### src/rtl/rv_pkg.sv
// Shared constants for the write-back stage.
// Write-back source codes, load funct3 encodings, datapath width.
package rv_pkg;
  localparam int XLEN = 32;

  localparam logic [1:0] WB_SEL_ALU = 2'b00;
  localparam logic [1:0] WB_SEL_MEM = 2'b01;
  localparam logic [1:0] WB_SEL_PC4 = 2'b10;

  localparam logic [2:0] LOAD_LB  = 3'b000;
  localparam logic [2:0] LOAD_LH  = 3'b001;
  localparam logic [2:0] LOAD_LW  = 3'b010;
  localparam logic [2:0] LOAD_LBU = 3'b100;
  localparam logic [2:0] LOAD_LHU = 3'b101;
endpackage

### src/rtl/wb_stage_load_align.sv
// load_align: picks the addressed byte/half of a read word
// and sign- or zero-extends it; other funct3 pass the word.
module load_align
  import rv_pkg::*;
(
  input  logic [rv_pkg::XLEN-1:0] rdata_i,
  input  logic [1:0]              off_i,
  input  logic [2:0]              funct3_i,
  output logic [rv_pkg::XLEN-1:0] data_o
);
  logic [7:0]  byte_w;
  logic [15:0] half_w;

  always_comb begin
    byte_w = rdata_i[7:0];
    unique case (off_i)
      2'd0: byte_w = rdata_i[7:0];
      2'd1: byte_w = rdata_i[15:8];
      2'd2: byte_w = rdata_i[23:16];
      2'd3: byte_w = rdata_i[31:24];
    endcase
    half_w = off_i[1] ? rdata_i[31:16]
                      : rdata_i[15:0];
  end

  always_comb begin
    data_o = rdata_i;
    unique case (1'b1)
      funct3_i == LOAD_LB:
        data_o = {{24{byte_w[7]}}, byte_w};
      funct3_i == LOAD_LBU:
        data_o = {24'd0, byte_w};
      funct3_i == LOAD_LH:
        data_o = {{16{half_w[15]}}, half_w};
      funct3_i == LOAD_LHU:
        data_o = {16'd0, half_w};
      default:
        data_o = rdata_i;
    endcase
  end
endmodule

### src/rtl/wb_stage.sv
// MEM/WB register, load alignment, write-back mux.
// Optional retired counter: define WB_INSTRET_EN.
module wb_stage #(
  parameter int XLEN  = rv_pkg::XLEN,
  parameter int CNT_W = 64
) (
  input  logic            clk,
  input  logic            rst,
  input  logic            stall,
  input  logic            flush,
  input  logic            in_valid,
  input  logic            in_reg_write,
  input  logic [4:0]      in_rd_index,
  input  logic [1:0]      in_wb_sel,
  input  logic [2:0]      in_funct3,
  input  logic [XLEN-1:0] in_alu_result,
  input  logic [XLEN-1:0] in_pc_plus4,
  input  logic [XLEN-1:0] dmem_rdata,
  output logic            wb_en,
  output logic [4:0]      rd_index,
  output logic [XLEN-1:0] wb_data,
  output logic [CNT_W-1:0] instret
);
  import rv_pkg::*;

  logic            valid_q;
  logic            rw_q;
  logic [4:0]      rd_q;
  logic [1:0]      sel_q;
  logic [2:0]      f3_q;
  logic [XLEN-1:0] alu_q;
  logic [XLEN-1:0] pc4_q;
  logic [XLEN-1:0] ld_data;
  logic            retire;

  // Flush only clears valid; the payload is don't-care.
  always_ff @(posedge clk) begin
    if (rst) begin
      valid_q <= 1'b0;
      rw_q    <= 1'b0;
      rd_q    <= '0;
      sel_q   <= '0;
      f3_q    <= '0;
      alu_q   <= '0;
      pc4_q   <= '0;
    end else if (flush) begin
      valid_q <= 1'b0;
    end else if (!stall) begin
      valid_q <= in_valid;
      rw_q    <= in_reg_write;
      rd_q    <= in_rd_index;
      sel_q   <= in_wb_sel;
      f3_q    <= in_funct3;
      alu_q   <= in_alu_result;
      pc4_q   <= in_pc_plus4;
    end
  end

  load_align u_align (
    .rdata_i  (dmem_rdata),
    .off_i    (alu_q[1:0]),
    .funct3_i (f3_q),
    .data_o   (ld_data)
  );

  assign retire   = valid_q & ~stall;
  assign wb_en    = retire & rw_q & (rd_q != 5'd0);
  assign rd_index = valid_q ? rd_q : 5'd0;

  always_comb begin
    wb_data = alu_q;
    unique case (1'b1)
      sel_q == WB_SEL_MEM: wb_data = ld_data;
      sel_q == WB_SEL_PC4: wb_data = pc4_q;
      default:             wb_data = alu_q;
    endcase
  end

`ifdef WB_INSTRET_EN
  logic [CNT_W-1:0] cnt_q;
  logic [CNT_W-1:0] cnt_d;

  assign cnt_d = retire ? cnt_q + 1'b1 : cnt_q;

  always_ff @(posedge clk) begin
    if (rst) cnt_q <= '0;
    else     cnt_q <= cnt_d;
  end

  assign instret = cnt_q;
`else
  assign instret = '0;
`endif
endmodule
### config.mk
export PLATFORM = sky130hd
export DESIGN_NAME = wb_stage
export DESIGN_NICKNAME = d
export VERILOG_FILES = /design/src/rtl/rv_pkg.sv /design/src/rtl/wb_stage_load_align.sv /design/src/rtl/wb_stage.sv
export SDC_FILE = /design/constraint.sdc
export NUM_CORES = 1
export LEC_CHECK = 0
export CORE_ASPECT_RATIO = 0.9
export CORE_MARGIN = 2
export CORE_UTILIZATION = 43
export DETAILED_ROUTE_END_ITERATION = 8
export HOLD_SLACK_MARGIN = 0.12
export PLACE_DENSITY = 0.81
export SYNTH_ARGS = -nofsm -noshare
export SYNTH_HDL_FRONTEND = slang
export SYNTH_HIERARCHICAL = 1
export SYNTH_SLANG_ARGS = --single-unit
### constraint.sdc
create_clock -name clk -period 2.6 [get_ports clk]
set_input_delay 0.39 -clock clk [delete_from_list [all_inputs] [get_ports clk]]
set_output_delay 0.39 -clock clk [all_outputs]
set_load 0.02 [all_outputs]
==> impl_metrics.ini <==
[synthesis]
yosys-top-cells-area = dfxtp_1 31%, o21ai_0 11%, buf_4 9.7%
synth.avg_cell_area_um2 = 7.70
synth_fa_ha_area_share_pct = 0.507
synthSimpleGateAreaFrac_pct = 21.9
syn_inst = 641
synthDominantCellAreaShare_pct = 30.8
synthMuxAreaShare_pct = 0.836
yosysSeqAreaShare_pct = 30.8
synth-xor-area-share_pct = 0
synth_top_family_by_area = compound AO/OA/AOI/OAI gates
synth_area_leader_cell = dfxtp_1
synth_flop_cell = dfxtp_1
ys_types = 36
synth_compound_area_share_pct = 30.4
ys_warn_count = 6
synth_seq_cells = 76
synth-edff-count = 0
synthArstFlopShare_pct = 0
netlist_area_um2 = 4940

[run]
max_cap_viol_count = 0

[global_route]
grt_max_degree = 152
antenna_found_initial = 0
grt_pass1_vias = 4724
grt_pass1_wl_um = 23200
grt.total_usage_pct = 23.3
grt.overflow.total = 0

[worst_hold_path]
min_path_type = register to register

[sta]
drv_slew = 0
hold_violations = 0
period_share_pct = 100
fin_crit_ns = 2.60
rsz0062_at_grt = yes
max_freq_mhz = 384
tns_ns = -0.00499
fin_skew_ns = 0
setup_viol = 1
setup_slack_ns = -0.00499
worst_slew_pin_slew_ns = 0.688
slew_headroom_pct = 54.2

[final_layout]
final_cell_mix = 112 x clkdlybuf4s50_1, 92 x o21ai_0, 77 x a21oi_1
diodes = 0
drive_above_1_share_pct = 18.2
design_area_um2 = 6770
final_common_cell = clkdlybuf4s50_1
area_growth_pct = 37.0
fin_util_pct = 59.9
fin_nets = 891

[clock_tree]
clk_path_buf_depth = 2
numCtsBuffers = 9
path_clk_slew_ns = 0.06
htree_levels = 3
clock_latency_ns = 0.32
clock_sinks = 76
cts_tree = done
cts_root_buf = clkbuf_16

[placement]
pre_cts_ws_ns = -0.368
hpwl_um = 10200
io_buffers = 149
gp_congestion = 0.901
placed_area_um2 = 6420

[worst_setup_path]
arrival_ns = 2.21
critical_path_required_ns = 2.21
path_class = register to output pin
cp-start-kind = register
cp-end-kind = output pin
worstPathMaxFanout = 8

[floorplanning]
die_x_um = 117
core-area_um2 = 11300
initial_core_util_pct = 43.7
dieArea_um2 = 12400
pin_count = 214
die_h_um = 106
row_count = 37

[power_and_ir_drop]
p_total_mw = 3.44
leakagePower_nw = 2.66
max-vdd-ir-drop_uv = 352
powerDensity_nw_per_um2 = 508

[outcome]
failed_checks = negative setup slack
outcome = finished, violations left

[detailed_routing]
drt_first_pass_iters = 6
drc = 0
vias = 4956
wirelength_um = 14700
viasPerCell = 5.28
drtIter0Drc = 335
drtAntennaViolNets = 0
wire_per_inst_um = 15.7
==> registers in the layout, indices dropped and copies added (netlist names) <==
| signal | cells |
|---|---|
| pc4_q | 32 |
| valid_q | 1 |
| rd_q | 5 |
| f3_q | 3 |
| rw_q | 1 |
| alu_q | 32 |
| sel_q | 2 |
==> where the power goes <==
group	internal (mW)	switching [mW]	leakage, nW
clock	0.846	0.519	0.152
combinational	0.387	0.438	1.88
sequential	1.22	0.0301	0.623
total	2.45	0.988	2.66
==> final cells by class <==
type,instances,area [um^2]
timing repair buffer,187,1750
inverter,3,11.3
sequential,76,1530
clock inverter,7,97.6
multi-input combinational,500,2960
clock buffer,9,225
fill,1037,4530
tap,156,195
==> what timing repair did <==
item / CTS / global route
hold buffers: 0 / 0
gates resized for setup: 156 / 25
pin swaps: 0 / 2
gates cloned: 1 / 0
buffers inserted: 5 / 0
setup endpoints to repair: 32 / 31
==> path summary, 6_finish.rpt <==
path         cells after the start     endpoint  slack [ns]      from
min                              2     alu_q[5]        0.48  alu_q[5]
max                              8  wb_data[23]      -0.005   f3_q[2]
min reg2reg                      2     alu_q[5]        0.48  alu_q[5]
max reg2reg                      3      f3_q[1]        1.63   f3_q[1]
==> routing by layer <==
| metal | part of all wire [%] | wire, um | GRT usage (%) |
|---|---|---|---|
| met1 | 43 | 6320 | 31.3 |
| met2 | 49 | 7250 | 38.6 |
| met3 | 6.2 | 910 | 3.80 |
| met4 | 1.7 | 255 | 6.30 |
| met5 | 0 | 0 | 0 |
==> synth_stat cells, types with 16 or more instances <==
master and number:
o21ai_0 107, a21oi_1 77, dfxtp_1 76, nand2_1 70, buf_4 64, clkbuf_1 49
a22oi_1 39, or3b_2 39, or3b_1 36, a21o_1 16
==> worst max-delay path, stage by stage (launching register included) <==
cell and delay (ns):
dfxtp_2 0.32, or4_4 0.55, o22ai_4 0.23, a31o_4 0.19, buf_4 0.12, a21o_1 0.08
a22oi_1 0.06, o21ai_1 0.17, buf_4 0.17
==> stage by stage <==
stage,instances,hold WS [ns]
3_5_place_dp,916,0.468
2_1_floorplan,704,0.454
6_report,938,0.480
5_1_grt,938,0.502
3_3_place_gp,916,0.461
4_1_cts,938,0.476
==> cell families (layout without fill, tap and decap cells) <==
kind of cell | after synthesis | in the layout
AOI/OAI and AO/OA | 258 | 259
and+or+nand+nor | 171 | 171
buffers and inverters | 129 | 206
DFF | 76 | 76
muxes | 4 | 4
adders and majority gates | 2 | 2
other | 1 | 64
No activity file was read; power rests on OpenSTA's default activity.
